===== src/rtl/vm_pkg.sv =====
// Shared types, coin table and arithmetic helpers for the vending machine payout path.
package vm_pkg;

  localparam int unsigned NUM_COINS = 5;
  localparam int unsigned AMT_W     = 8;
  localparam int unsigned SEL_W     = 3;

  // Coin values indexed by denomination: 10, 20, 50, 100, 200.
  localparam logic [AMT_W-1:0] COIN_VALUE [NUM_COINS] = '{8'd10, 8'd20, 8'd50, 8'd100, 8'd200};

  typedef enum logic [1:0] {
    ST_IDLE,
    ST_SELECT,
    ST_REQ,
    ST_DONE
  } disp_state_t;

  // Value of a denomination index; out-of-range indices are worth nothing.
  function automatic logic [AMT_W-1:0] coin_value(input logic [SEL_W-1:0] idx);
    case (idx)
      3'd0:    return COIN_VALUE[0];
      3'd1:    return COIN_VALUE[1];
      3'd2:    return COIN_VALUE[2];
      3'd3:    return COIN_VALUE[3];
      3'd4:    return COIN_VALUE[4];
      default: return '0;
    endcase
  endfunction

  // Unsigned add clamped to the all-ones amount.
  function automatic logic [AMT_W-1:0] sat_add(input logic [AMT_W-1:0] a,
                                               input logic [AMT_W-1:0] b);
    logic [AMT_W:0] s;
    s = {1'b0, a} + {1'b0, b};
    return s[AMT_W] ? {AMT_W{1'b1}} : s[AMT_W-1:0];
  endfunction

endpackage


===== src/rtl/change_coin_select.sv =====
// Greedy coin picker: largest in-stock denomination not exceeding the remaining amount.
module change_coin_select
  import vm_pkg::*;
(
  input  logic [7:0] remaining,
  input  logic [4:0] empty_flags,
  output logic       found,
  output logic [2:0] sel
);

  // Scan low to high so the highest qualifying denomination wins.
  always_comb begin
    found = 1'b0;
    sel   = '0;
    for (int i = 0; i < NUM_COINS; i++) begin
      if (!empty_flags[i] && (COIN_VALUE[i] <= remaining)) begin
        found = 1'b1;
        sel   = SEL_W'(i);
      end
    end
  end

endmodule


===== src/rtl/change_dispenser.sv =====
// Change payout controller: splits an amount into coins and drives a req/ack coin hopper.
module change_dispenser
  import vm_pkg::*;
#(
  parameter int unsigned INV_W       = 4,
  parameter int unsigned INIT_COUNT  = 8,
  parameter int unsigned ACK_TIMEOUT = 15
) (
  input  logic       clk,
  input  logic       rst,
  input  logic [7:0] change_in,
  input  logic       refill,
  input  logic       coin_ack,
  output logic       coin_req,
  output logic [2:0] coin_sel,
  output logic       busy,
  output logic       done,
  output logic [7:0] shortfall,
  output logic       timeout_err,
  output logic [4:0] empty_flags
);

  localparam int unsigned      TMR_W    = $clog2(ACK_TIMEOUT + 1);
  localparam logic [INV_W-1:0] INV_INIT = INV_W'(INIT_COUNT);
  localparam logic [TMR_W-1:0] TMR_LAST = TMR_W'(ACK_TIMEOUT - 1);

  disp_state_t      state;
  logic [AMT_W-1:0] remaining;
  logic [AMT_W-1:0] pending;
  logic [INV_W-1:0] inv [NUM_COINS];
  logic [TMR_W-1:0] timer;
  logic             sel_found;
  logic [SEL_W-1:0] sel_idx;

  // Status decoded straight from registers.
  assign busy = (state != ST_IDLE);

  // A denomination is empty once its counter reaches zero.
  always_comb begin
    empty_flags = '0;
    for (int i = 0; i < NUM_COINS; i++) begin
      empty_flags[i] = (inv[i] == '0);
    end
  end

  change_coin_select u_select (
    .remaining   (remaining),
    .empty_flags (empty_flags),
    .found       (sel_found),
    .sel         (sel_idx)
  );

  // Payout FSM with amount, pending, inventory and ack-timeout registers.
  always_ff @(posedge clk or negedge rst) begin
    if (!rst) begin
      state       <= ST_IDLE;
      remaining   <= '0;
      pending     <= '0;
      timer       <= '0;
      coin_req    <= 1'b0;
      coin_sel    <= '0;
      done        <= 1'b0;
      shortfall   <= '0;
      timeout_err <= 1'b0;
      for (int i = 0; i < NUM_COINS; i++) inv[i] <= INV_INIT;
    end else begin
      done <= 1'b0;
      case (state)
        ST_IDLE: begin
          if ((change_in != '0) || (pending != '0)) begin
            remaining   <= sat_add(pending, change_in);
            pending     <= '0;
            shortfall   <= '0;
            timeout_err <= 1'b0;
            state       <= ST_SELECT;
          end
        end
        ST_SELECT: begin
          // Zero remaining or nothing payable both finish with the leftover as shortfall.
          if (sel_found) begin
            coin_sel  <= sel_idx;
            coin_req  <= 1'b1;
            timer     <= '0;
            remaining <= sat_add(remaining, change_in);
            state     <= ST_REQ;
          end else begin
            shortfall <= remaining;
            remaining <= '0;
            pending   <= change_in;
            done      <= 1'b1;
            state     <= ST_DONE;
          end
        end
        ST_REQ: begin
          if (coin_ack) begin
            // Subtract first: the selected coin never exceeds remaining.
            remaining <= sat_add(remaining - coin_value(coin_sel), change_in);
            if (inv[coin_sel] != '0) inv[coin_sel] <= inv[coin_sel] - INV_W'(1);
            coin_req  <= 1'b0;
            state     <= ST_SELECT;
          end else if (timer == TMR_LAST) begin
            coin_req    <= 1'b0;
            timeout_err <= 1'b1;
            shortfall   <= remaining;
            remaining   <= '0;
            pending     <= change_in;
            done        <= 1'b1;
            state       <= ST_DONE;
          end else begin
            timer     <= timer + TMR_W'(1);
            remaining <= sat_add(remaining, change_in);
          end
        end
        ST_DONE: begin
          pending <= sat_add(pending, change_in);
          state   <= ST_IDLE;
        end
        default: state <= ST_IDLE;
      endcase
      // Refill overrides any same-cycle decrement.
      if (refill) begin
        for (int i = 0; i < NUM_COINS; i++) inv[i] <= INV_INIT;
      end
    end
  end

endmodule

===== config.mk =====
export PLATFORM = sky130hd
export DESIGN_NAME = change_dispenser
export DESIGN_NICKNAME = d
export VERILOG_FILES = /design/src/rtl/vm_pkg.sv /design/src/rtl/change_coin_select.sv /design/src/rtl/change_dispenser.sv
export SDC_FILE = /design/constraint.sdc
export NUM_CORES = 1
export LEC_CHECK = 0
export BUFFER_PORTS_ARGS = -buffer_cell sky130_fd_sc_hd__buf_2
export CORE_ASPECT_RATIO = 0.7
export CORE_MARGIN = 1
export CORE_UTILIZATION = 55
export DETAILED_ROUTE_END_ITERATION = 7
export GPL_ROUTABILITY_DRIVEN = 0
export PLACE_DENSITY = 0.77
export SLEW_MARGIN = 10
export SYNTH_ARGS = -nofsm -noshare
export SYNTH_HDL_FRONTEND = slang
export SYNTH_SLANG_ARGS = --single-unit

===== constraint.sdc =====
create_clock -name clk -period 3.2 [get_ports clk]
set_input_delay 0.64 -clock clk [delete_from_list [all_inputs] [get_ports clk]]
set_output_delay 0.64 -clock clk [all_outputs]
set_load 0.02 [all_outputs]

======== Word level (Yosys, flattened, before mapping) ========
Index checks and enable logic that the tools add are counted.
storage, ports and cells
  flip-flop bits (word level) ............. 56
  input bits .............................. 12
  word-level logic and storage cells ...... 141
operators by class
  add/subtract/negate cells ............... 6
  magnitude comparators ................... 7
  equality and inequality tests ........... 15
  multiplexer cells ....................... 60
  bitwise gates (word level) .............. 1
  reductions and logical operators ........ 38
operator list
  cell                                                                              count
  8-bit two-way mux                                                                 16
  20-bit two-way mux                                                                4
  8-bit case mux with 3 select lines                                                2
  8-bit case mux with 5 select lines                                                1
  8-bit case mux with 4 select lines                                                1
  8-bit by 8-bit adder with 9-bit output                                            3
  4-bit two-way mux                                                                 6
  20-bit bitwise mux                                                                1
  4-bit logical NOT                                                                 5
  1-bit two-way mux                                                                 16
  8-bit nonzero test                                                                2
  4-bit binary-select mux with 3-bit select                                         1
  4-bit demux with 3-bit select                                                     1
  2-bit inequality test (second input constant)                                     6
  4-bit AND reduction                                                               3
  2-bit nonzero test                                                                6
  2-bit two-way mux                                                                 5
  4-bit by 8-bit less-or-equal comparator with 1-bit output (first input constant)  1
  5-bit by 8-bit less-or-equal comparator with 1-bit output (first input constant)  1
  6-bit by 8-bit less-or-equal comparator with 1-bit output (first input constant)  1
  7-bit by 8-bit less-or-equal comparator with 1-bit output (first input constant)  1
  8-bit less-or-equal comparator (first input constant)                             1
  2-bit case mux with 4 select lines                                                1
  4-bit case mux with 2 select lines                                                1
  25 further kinds                                                                  41

======== Logic depth before layout (Yosys ltp) ========
Gate-level depths: netlist of the first run.
  depth after elaboration ................. 10
  gate-level depth with buffers ........... 17
  depth with buffers taken out ............ 16

======== Cells and area by module ========
From an unflattened synthesis of the first run, not the netlist that was laid out.
unflattened totals
  cell total of the unflattened synthesis .. 529
  area, all modules ....................... 4,611.9 um2
by module, submodules not included
  module              instances  cells an instance  area each (um2)  seq. area each (um2)
  change_dispenser    1          504                4,463.0          1,407.6
  change_coin_select  1          25                 148.9            0.0

======== Worst setup path after synthesis of the first run ========
OpenSTA, ideal clock, no wires.
  kind .................................... register to register
  start point ............................. reg coin_sel[2]
  end point ............................... reg remaining[0]
  setup time .............................. 137 ps
  arrival ................................. 3,380 ps
  required time ........................... 3,063 ps
  slack ................................... -317 ps
  stages on the path, launching flop included .. 16
  buffers on the path ..................... 1
  clock period less this slack ............ 3,517 ps
  path through ............................ dfrtp_1 clkbuf_1 clkinv_1 nand2_1 ha_1 a21o_1 a21oi_1 o21bai_1 a21oi_1 xnor2_1 ha_1 or3_1 o22ai_1 nor2_1 a2111oi_0 nor3_1
on the way
  word-level cells in the longest chain between the ends .. 9
  elaborated cells on any way between the ends .. 13
  classes of those cells .................. 2 x add/sub; 4 x eq/ne; 6 x mux; 1 x reduce/logical
RTL lines
  item                                         RTL line                RTL
  start, declared                              change_dispenser.sv:15  output logic [2:0] coin_sel,
  start signal, assigned                       change_dispenser.sv:81  coin_sel <= sel_idx;
  3-bit == test, or another cell as far along  vm_pkg.sv:20            case (idx)
  8-bit case mux with 5 select lines (*)       vm_pkg.sv:20
  8-bit two-way mux (*)                        change_dispenser.sv:95  if (coin_ack) begin
  8-bit two-way mux (*)                        change_dispenser.sv:68  case (state)
  8-bit subtractor (*)                         change_dispenser.sv:97  remaining <= sat_add(remaining - coin_value(coin_sel), change_in);
  8-bit by 8-bit adder with 9-bit output (*)   vm_pkg.sv:34            s = {1'b0, a} + {1'b0, b};
  8-bit two-way mux (*)                        vm_pkg.sv:35            return s[AMT_W] ? {AMT_W{1'b1}} : s[AMT_W-1:0];
  8-bit two-way mux (*)                        change_dispenser.sv:95
  8-bit case mux with 3 select lines (*)       change_dispenser.sv:68
  end signal, assigned                         change_dispenser.sv:71  remaining <= sat_add(pending, change_in);
  end signal, assigned                         change_dispenser.sv:84  remaining <= sat_add(remaining, change_in);
  end signal, assigned                         change_dispenser.sv:97
  end, declared                                change_dispenser.sv:28  logic [AMT_W-1:0] remaining;
Every way passes the cells marked *; elsewhere a longest branch is shown, timed or not. The select of a mux whose other input is x is not followed.
A chain may end at the register's enable or synchronous reset.

======== Worst setup path in the final report of the first run ========
Same ends and word-level chain as after synthesis.

==> results.py, run 1 <==
metrics = {
    "status": {
        "status": "complete, but fails checks",
        "violations": "setup timing",
    },
    "logic_synthesis": {
        "syn_avg_cell_area_sq_um": 8.977,
        "synth-edff-count": 0,
        "synthFlopType": "dfrtp_1",
        "netlist_area_sq_mm": 0.004516,
        "synth_fp_nets": 556,
        "synthArstFlopShare": 1.000,
        "yosysWarnings": 0,
        "synth_cell_types": 75,
        "synth_seq_cells": 56,
        "syn_inst": 503,
        "seq_area_frac_synth": 0.3117,
    },
    "place": {
        "dp.final_hpwl_um": 9396,
        "io_buffer_count": 31,
        "dpl_cell_area_sq_mm": 0.004823,
    },
    "routing": {
        "drc": 0,
        "drt_iter0_drc": 560,
        "avgViaCountPerCell": 6.493,
        "wl_per_cell_um": 19.98,
        "antenna_left": 0,
        "drt_pass1_iterations": 7,
        "vias": 4149,
        "drt_wl_total_um": 12770,
    },
    "grt": {
        "grt-busiest-layer": "met1",
        "grt_util_all_layers": 0.3036,
        "grt_pass1_wl_um": 19980,
        "grt_antenna_before_repair": 0,
        "grt_overflow": 0,
        "grt_use_met1": 0.4573,
        "groute.layer.met2.usage": 0.4342,
        "grt_start_max_net_pins": 57,
        "grt.met3_usage": 0.07143,
        "first_global_vias": 3885,
    },
    "setup_path": {
        "worstPathArrival_ns": 3.40,
        "critPathCaptureType": "register",
        "crit_fanout": 5,
        "startpoint_type": "register",
        "cp_data_required_time_ns": 3.36,
        "criticalPathCategory": "reg2reg",
    },
    "clock_network": {
        "clock-root-buffer": "clkbuf_16",
        "htreeDepth": 2,
        "cts-buffers-inserted": 5,
        "cts_sinks": 56,
        "ctsHoldBuffers": 0,
        "cts.reportedPaths.clkPinSlew_ns": 0.08,
        "clock_latency_ns": 0.30,
        "cts_buffer_depth": 2,
        "cts_tree": "done",
    },
    "sta": {
        "fmax_mhz": 308.7,
        "hold_violations": 0,
        "rsz0062_at_grt": "yes",
        "finalSetupViolations": 2,
        "period_needed_ns": 3.239,
        "layout_setup_ws_ns": -0.03905,
        "slew_violations": 0,
        "final.setup_skew_ns": 0.007801,
        "post-route-period-util": 1.012,
        "worst_slew_pin_slew_ns": 0.7341,
        "slew_headroom": 0.5106,
    },
    "flow_run": {
        "cap_violations": 0,
    },
    "layout": {
        "areaGrowthSynthToFinish_pct": 12.16,
        "fill_cells": 625,
        "drive_gt1_frac": 0.1970,
        "num_antenna_cells": 0,
        "final_area_sq_mm": 0.005065,
        "final_nets": 590,
    },
    "floorplan": {
        "core_area_sq_mm": 0.007905,
        "die_w_um": 110.3,
        "die_y_um": 77.81,
        "die_area_sq_mm": 0.008582,
        "ioPinCount": 32,
        "rows": 27,
        "start_util": 0.5712,
    },
    "min_path": {
        "hp-class": "in2async",
    },
}
final cells by class:
class	instances	area, sq um	share of cell area
Sequential cell	56	1410	0.2784
Clock inverter	2	38.79	0.007658
Inverter	25	95.09	0.01877
Multi-Input combinational cell	401	2983	0.5889
Timing Repair Buffer	48	282.8	0.05583
Tap cell	101	126.4	0.02495
Clock buffer	6	128.9	0.02544
per-layer routing:
metal | share of wire | routed length, um
met1 | 0.46 | 5907
met2 | 0.42 | 5369
met3 | 0.095 | 1213
met4 | 0.022 | 278
met5 | 0 | 0
critical path: stages, from the launching register on:
cell,delay [ns]
dfrtp_2,0.44
nor2_2,0.12
ha_2,0.18
inv_2,0.04
fa_2,0.35
a21oi_2,0.14
nor2_1,0.07
nor2_2,0.13
o21bai_1,0.09
a21oi_1,0.17
xnor2_1,0.10
ha_2,0.19
or3_4,0.39
o22ai_4,0.17
nor2_2,0.07
a2111oi_2,0.34
nor3_1,0.11
final timing paths:
path | cells past startpoint | slack (ns) | to | startpoint
worst max-delay path | 16 | -0.04 | remaining[0]$_DFFE_PN0P_ | coin_sel[2]$_DFFE_PN0P_
worst min-delay path | 2 | 0.47 | pending[4]$_DFFE_PN0P_ | rst
worst max register to register | 16 | -0.04 | remaining[0]$_DFFE_PN0P_ | coin_sel[2]$_DFFE_PN0P_
worst min register to register | 2 | 0.50 | shortfall[2]$_DFFE_PN0P_ | shortfall[2]$_DFFE_PN0P_
max in group asynchronous | 2 | 2.18 | coin_sel[0]$_DFFE_PN0P_ | rst
min in group clk | 2 | 0.50 | shortfall[2]$_DFFE_PN0P_ | shortfall[2]$_DFFE_PN0P_
metrics by stage:
| step | TNS, ns | hold slack (ns) | setup WS, ns | cells | utilization |
|---|---|---|---|---|---|
| after global placement | 0 | 0.4749 | 0.06148 | 630 | 0.6102 |
| after detailed placement | -0.1679 | 0.4917 | -0.06060 | 630 | 0.6102 |
| after CTS | -0.01798 | 0.5098 | -0.01798 | 639 | 0.6347 |
| after global routing | -0.8199 | 0.5183 | -0.2090 | 639 | 0.6407 |
| final | -0.06210 | 0.4726 | -0.03905 | 639 | 0.6407 |
| after floorplan | 0 | 0.3444 | 0.004647 | 503 | - |
registers in the layout, summed over array words and instances (netlist names):
register,flops
coin_sel,3
coin_req,1
timer,4
inv,20
done,1
remaining,8
timeout_err,1
state,2
shortfall,8
pending,8
cells by family (layout without fill, tap and decap cells):
| group | Yosys count | after routing | share of synthesized area |
|---|---|---|---|
| AO/OA/AOI/OAI | 175 | 175 | 0.2583 |
| flip-flops | 56 | 56 | 0.3117 |
| adder cells (fa/ha/maj) | 41 | 41 | 0.1203 |
| buffers and inverters | 46 | 81 | 0.04433 |
| multiplexers | 18 | 18 | 0.05209 |
| XOR/XNOR | 17 | 17 | 0.03297 |
| AND/OR/NAND/NOR | 150 | 150 | 0.1804 |
cells in the final DEF, fill, tap and decap left out, types with 13 or more instances in the layout:
cell,count
dfrtp_1,49
nand2_1,38
nor2_1,35
ha_1,35
a21oi_1,33
buf_2,31
o21ai_0,24
o21ai_1,24
inv_1,23
buf_4,17
nor3_1,13
mux2i_1,13
synthesized netlist by cell type (all sizes together) (3+ instances only):
cell type | number | area, sq um
dfrtp | 51 | 1276
o21ai | 50 | 254.0
nor2 | 40 | 155.1
a21oi | 38 | 193.9
nand2 | 38 | 142.6
ha | 37 | 462.9
inv | 24 | 90.09
nor3 | 15 | 85.08
a211oi | 13 | 97.59
clkbuf | 13 | 48.80
mux2i | 13 | 130.1
a21o | 11 | 82.58
xnor2 | 10 | 87.58
nor4 | 9 | 81.33
buf | 8 | 57.55
nand3 | 8 | 40.04
o22ai | 8 | 50.05
a31oi | 7 | 50.05
nand2b | 7 | 43.79
xor2 | 7 | 61.31
a22o | 6 | 52.55
o21a | 6 | 45.04
and3 | 5 | 31.28
dfstp | 5 | 131.4
fa | 4 | 80.08
mux4 | 4 | 93.84
nor2b | 4 | 25.02
nor4b | 4 | 50.05
o211ai | 4 | 30.03
o21bai | 4 | 30.03
o31ai | 4 | 48.79
or2 | 4 | 25.02
or3 | 4 | 25.02
a2bb2oi | 3 | 32.53
nand3b | 3 | 22.52
o41ai | 3 | 26.28
repair_timing:
| item | 4_1_cts | 5_1_grt |
|---|---|---|
| hold endpoints to repair | 0 | 0 |
| resized for setup | 5 | 16 |
| setup endpoints to repair | 4 | 8 |
| pin swaps | 4 | 4 |
| buffers inserted | 1 | 0 |
Power of run 1 is left out: the tool's default activity adds up to more than one toggle a clock period on the data nets, which glitch-free logic cannot reach.
==> run 2, diff against run 1 <==
--- a/config.mk
+++ b/config.mk
@@ -7,11 +7,10 @@
 export LEC_CHECK = 0
 export BUFFER_PORTS_ARGS = -buffer_cell sky130_fd_sc_hd__buf_2
 export CORE_ASPECT_RATIO = 0.7
-export CORE_MARGIN = 1
-export CORE_UTILIZATION = 55
+export CORE_MARGIN = 3
+export CORE_UTILIZATION = 30
 export DETAILED_ROUTE_END_ITERATION = 7
 export GPL_ROUTABILITY_DRIVEN = 0
-export PLACE_DENSITY = 0.77
 export SLEW_MARGIN = 10
 export SYNTH_ARGS = -nofsm -noshare
 export SYNTH_HDL_FRONTEND = slang
==> run 2 against run 1 <==
Net effect:
- the run now ends clean
- die area grew 93%
- via count shrank 0.12%
- critical path depth is the same
- sequential share of layout area shrank 0.85 points
- non-clock buffer count grew 9
- utilization shrank 28 points
- routed wire length grew 6.0%
- final cell count grew 15%
- global-route usage shrank 14 points
- maximum frequency grew 2.2%
- design area grew 3.1%
- critical endpoint unchanged
- hold slack lost 0.23 ns
- critical path type unchanged
==> results.py, run 2 (synthesized netlist as in run 1, its figures left out) <==
metrics = {
    "grt": {
        "grt_util_all_layers": 0.1641,
        "grt_overflow": 0,
        "grt_antenna_before_repair": 0,
        "grt_pass1_wl_um": 22120,
        "grt_start_max_net_pins": 25,
        "first_global_vias": 4005,
    },
    "setup_path": {
        "cp_data_required_time_ns": 3.37,
        "rr_worst_depth": 16,
        "crit_path_start": "coin_sel[2]$_DFFE_PN0P_",
        "path_buf_inv": 1,
        "r2r-end": "remaining[0]$_DFFE_PN0P_",
        "criticalPathCategory": "reg2reg",
        "worstPathArrival_ns": 3.33,
        "crit_cells": 16,
        "cpLargestDelayFamily": "simple AND/OR/NAND/NOR gates",
        "rrSetupSlack_ns": 0.03,
        "critPathCaptureType": "register",
        "critical_path.max_stage_delay_ns": 0.45,
        "cpMaxStageDelayCell": "dfrtp_2",
        "worstReg2RegStart": "coin_sel[2]$_DFFE_PN0P_",
        "startpoint_type": "register",
        "crit_fanout": 5,
        "path_cells": "nor2_2 > ha_2 > inv_2 > fa_2 > a21oi_2 > nor2_1 > nor2_2 > o21bai_1 > a21oi_2 > xnor2_1 > ha_2 > or3_4 > o22ai_4 > nor2_1 > a2111oi_2 > nor3_1",
    },
    "sta": {
        "post-route-period-util": 0.9902,
        "rsz0062_at_grt": "yes",
        "slew_headroom": 0.5486,
        "finalSetupViolations": 0,
        "period_needed_ns": 3.169,
        "fin_hold_ws_ns": 0.2430,
        "setup_tns_ns": 0,
        "slew_violations": 0,
        "final.setup_skew_ns": 0.005010,
        "worst_slew_pin_slew_ns": 0.6709,
        "hold_violations": 0,
        "fmax_mhz": 315.6,
    },
    "clock_network": {
        "ctsHoldBuffers": 0,
        "cts-buffers-inserted": 5,
        "clock_latency_ns": 0.29,
        "cts.reportedPaths.clkPinSlew_ns": 0.07,
        "cts_buffer_depth": 2,
        "htreeDepth": 2,
        "clock-root-buffer": "clkbuf_16",
        "cts_tree": "done",
        "cts_sinks": 56,
    },
    "routing": {
        "drt_iter0_drc": 424,
        "drt_pass1_iterations": 5,
        "avgViaCountPerCell": 5.623,
        "wl_per_cell_um": 18.37,
        "vias": 4144,
        "drc": 0,
        "drt_wl_total_um": 13540,
        "antenna_left": 0,
    },
    "floorplan": {
        "start_util": 0.3153,
        "core_area_sq_mm": 0.01432,
        "die_w_um": 152.6,
        "ioPinCount": 32,
        "die_area_sq_mm": 0.01658,
        "die_y_um": 108.6,
        "rows": 36,
    },
    "layout": {
        "multi_input_area_sq_mm": 0.002978,
        "mostFrequentLayoutCells": "dfrtp_1, nand2_1, nor2_1",
        "drive_gt1_frac": 0.2102,
        "largest_reg_flops": 20,
        "regArea_sq_mm": 0.001410,
        "largest_register": "inv",
        "final_nets": 599,
        "final_common_cell": "dfrtp_1",
        "areaGrowthSynthToFinish_pct": 15.68,
        "num_antenna_cells": 0,
        "fill_cells": 1477,
    },
    "min_path": {
        "hp-class": "in2async",
    },
    "place": {
        "io_buffer_count": 31,
        "dp.final_hpwl_um": 10560,
    },
    "status": {
        "status": "finished clean",
    },
    "flow_run": {
        "cap_violations": 0,
    },
}
-- run 2: how the worst max path moves through the flow --
stage,to
after floorplan,remaining[1]$_DFFE_PN0P_
after CTS,remaining[1]$_DFFE_PN0P_
after global routing,remaining[4]$_DFFE_PN0P_
after global placement,remaining[0]$_DFFE_PN0P_
final,remaining[0]$_DFFE_PN0P_
after detailed placement,remaining[1]$_DFFE_PN0P_
-- run 2: layout make-up --
cell class                 instances  share of cell area
timing repair buffer              57             0.06778
sequential                        56              0.2699
multi-input combinational        401              0.5701
clock inverter                     2            0.001916
tap                              190             0.04551
inverter                          25             0.01820
clock buffer                       6             0.02659
-- run 2: what timing repair did --
action                                  CTS  global route
gates resized for setup                   6            15
endpoints found under the setup margin    3             8
cloned                                    0             0
pin swaps                                 5             6
buffers inserted                          2             2
-- run 2: metrics by stage --
stage	area, sq um	cells	worst slack, ns	util
6_report	5224	737	0.03145	0.3647
5_1_grt	5224	737	-0.2049	0.3647
4_1_cts	5164	735	0.001316	0.3605
3_5_place_dp	4980	725	-0.07195	0.3477
3_3_place_gp	4980	725	0.02604	0.3477
2_1_floorplan	4541	503	0.004647	-
-- run 2: per-layer routing --
layer	part of all wire	vias to the layer above	wire (um)	GRT usage
met5	0	-	0	0
met4	0.018	0	250	0.03878
met3	0.065	21	886	0.02063
met2	0.41	133	5600	0.2432
met1	0.50	2033	6800	0.2533
li1	-	1957	-	-
Power of run 2 is left out for the same reason.
==> run 3, diff against run 2 <==
--- a/config.mk
+++ b/config.mk
@@ -8,9 +8,10 @@
 export BUFFER_PORTS_ARGS = -buffer_cell sky130_fd_sc_hd__buf_2
 export CORE_ASPECT_RATIO = 0.7
 export CORE_MARGIN = 3
-export CORE_UTILIZATION = 30
+export CORE_UTILIZATION = 55
 export DETAILED_ROUTE_END_ITERATION = 7
 export GPL_ROUTABILITY_DRIVEN = 0
+export PLACE_DENSITY = 0.77
 export SLEW_MARGIN = 10
 export SYNTH_ARGS = -nofsm -noshare
 export SYNTH_HDL_FRONTEND = slang
==> run 3 against run 2 <==
Net effect:
- the flow now finishes with violations (setup timing)
- non-clock buffer count grew 3
- flip-flop and latch count unchanged
- final cell count fell by 12%
- utilization increased by 32 points
- count of clock-buffer cells in the layout down 1
- worst setup slack got worse by 0.25 ns
- design area is essentially flat
- global-route usage grew 12 points
==> results.py, run 3 (synthesized netlist as in run 1, its figures left out) <==
metrics = {
    "place": {
        "dp.final_hpwl_um": 9594,
        "io_buffer_count": 31,
    },
    "sta": {
        "layout_setup_ws_ns": -0.2139,
        "slew_violations": 0,
        "fmax_mhz": 292.9,
        "finalSetupViolations": 8,
        "worst_slew_pin_slew_ns": 1.007,
        "post-route-period-util": 1.067,
        "final.setup_skew_ns": 0.004937,
        "setup_tns_ns": -0.9916,
        "hold_violations": 0,
        "fin_hold_ws_ns": 0.3067,
        "rsz0062_at_grt": "yes",
        "period_needed_ns": 3.414,
        "slew_headroom": 0.3289,
    },
    "routing": {
        "drt_iter0_drc": 554,
        "antenna_left": 0,
        "avgViaCountPerCell": 6.736,
        "drc": 0,
        "drt_pass1_iterations": 8,
        "wl_per_cell_um": 20.92,
        "vias": 4365,
        "drt_wl_total_um": 13560,
    },
    "clock_network": {
        "cts_tree": "done",
        "cts.reportedPaths.clkPinSlew_ns": 0.08,
        "clock-root-buffer": "clkbuf_16",
        "cts_buffer_depth": 2,
        "htreeDepth": 2,
        "cts_sinks": 56,
        "cts-buffers-inserted": 5,
        "clock_latency_ns": 0.30,
    },
    "flow_run": {
        "cap_violations": 0,
    },
    "setup_path": {
        "rr_worst_depth": 18,
        "endpoint": "remaining[1]$_DFFE_PN0P_",
        "crit_fanout": 4,
        "critPathCaptureType": "register",
        "criticalPathCategory": "reg2reg",
        "r2r-end": "remaining[1]$_DFFE_PN0P_",
        "rrSetupSlack_ns": -0.21,
        "worstReg2RegStart": "coin_sel[0]$_DFFE_PN0P_",
        "worstPathArrival_ns": 3.60,
        "startpoint_type": "register",
        "crit_path_start": "coin_sel[0]$_DFFE_PN0P_",
        "cp_data_required_time_ns": 3.39,
    },
    "status": {
        "violations": "setup timing",
        "status": "complete, but fails checks",
    },
    "grt": {
        "grt_pass1_wl_um": 20680,
        "grt_antenna_before_repair": 0,
        "grt_start_max_net_pins": 38,
        "grt_util_all_layers": 0.2859,
        "first_global_vias": 3925,
        "grt_overflow": 0,
    },
    "min_path": {
        "hp-class": "in2async",
    },
    "layout": {
        "multi_input_area_sq_mm": 0.003047,
        "largest_register": "inv",
        "largest_reg_flops": 20,
        "regArea_sq_mm": 0.001410,
        "drive_gt1_frac": 0.2400,
        "final_common_cell": "dfrtp_1",
        "fill_cells": 601,
        "final_nets": 602,
        "areaGrowthSynthToFinish_pct": 15.60,
        "num_antenna_cells": 0,
        "mostFrequentLayoutCells": "dfrtp_1, nand2_1, nor2_1, ha_1, buf_2",
    },
    "floorplan": {
        "rows": 26,
        "core_area_sq_mm": 0.007612,
        "die_w_um": 114.3,
        "die_y_um": 81.81,
        "ioPinCount": 32,
        "die_area_sq_mm": 0.009351,
        "start_util": 0.5932,
    },
}
## run 3: final cells by class
class                           count  share of cell area
Clock buffer                        5             0.02397
Clock inverter                      3            0.004075
Inverter                           25             0.01870
Multi-Input combinational cell    401              0.5837
Sequential cell                    56              0.2701
Tap cell                           98             0.02349
Timing Repair Buffer               60             0.07598
## run 3: worst min path at each step
stage,cells after the start,slack (ns),start,endpoint
CTS,1,0.32,rst,shortfall[5]$_DFFE_PN0P_
global route,1,0.35,rst,shortfall[5]$_DFFE_PN0P_
finish,1,0.31,rst,shortfall[5]$_DFFE_PN0P_
floorplan,0,0.34,rst,coin_req$_DFFE_PN0P_
global placement,2,0.48,shortfall[5]$_DFFE_PN0P_,shortfall[5]$_DFFE_PN0P_
detailed placement,2,0.49,shortfall[2]$_DFFE_PN0P_,shortfall[2]$_DFFE_PN0P_
## run 3: what timing repair did
| item | 4_1_cts | 5_1_grt |
|---|---|---|
| endpoints found under the hold margin | 0 | 0 |
| setup endpoints to repair | 6 | 8 |
| pin swaps | 22 | 18 |
| buffers inserted | 6 | 6 |
| resized for setup | 19 | 22 |
| hold buffers | 0 | 0 |
## run 3: routing by layer
metal  GRT usage  wire length [um]
met5           0                 0
met4     0.06050               363
met3     0.07732              1619
met2      0.4246              5590
met1      0.4186              5982
## run 3: critical path, cell delays in order, from the launching register on
cell and delay [ns]:
dfrtp_2 0.44, buf_6 0.13, buf_8 0.11, xor2_1 0.15, nand2_1 0.15, ha_4 0.33
inv_4 0.05, nor2_4 0.14, nor2_4 0.06, o21bai_1 0.18, a21oi_2 0.08, xnor2_1 0.13
ha_2 0.19, or3_4 0.39, o22ai_4 0.20, buf_12 0.15, a21oi_2 0.05, a211o_1 0.25
o221a_2 0.12
## run 3: per-stage QoR
step / cells / utilization / setup WS [ns] / instance area, sq um
after floorplan: 503 / - / 0.004647 / 4541
after global placement: 628 / 0.6341 / 0.08423 / 4827
after detailed placement: 628 / 0.6341 / 0.02395 / 4827
after CTS: 642 / 0.6670 / -0.02871 / 5077
after global routing: 648 / 0.6857 / -0.2783 / 5220
final: 648 / 0.6857 / -0.2139 / 5220
Power of run 3 is left out for the same reason.
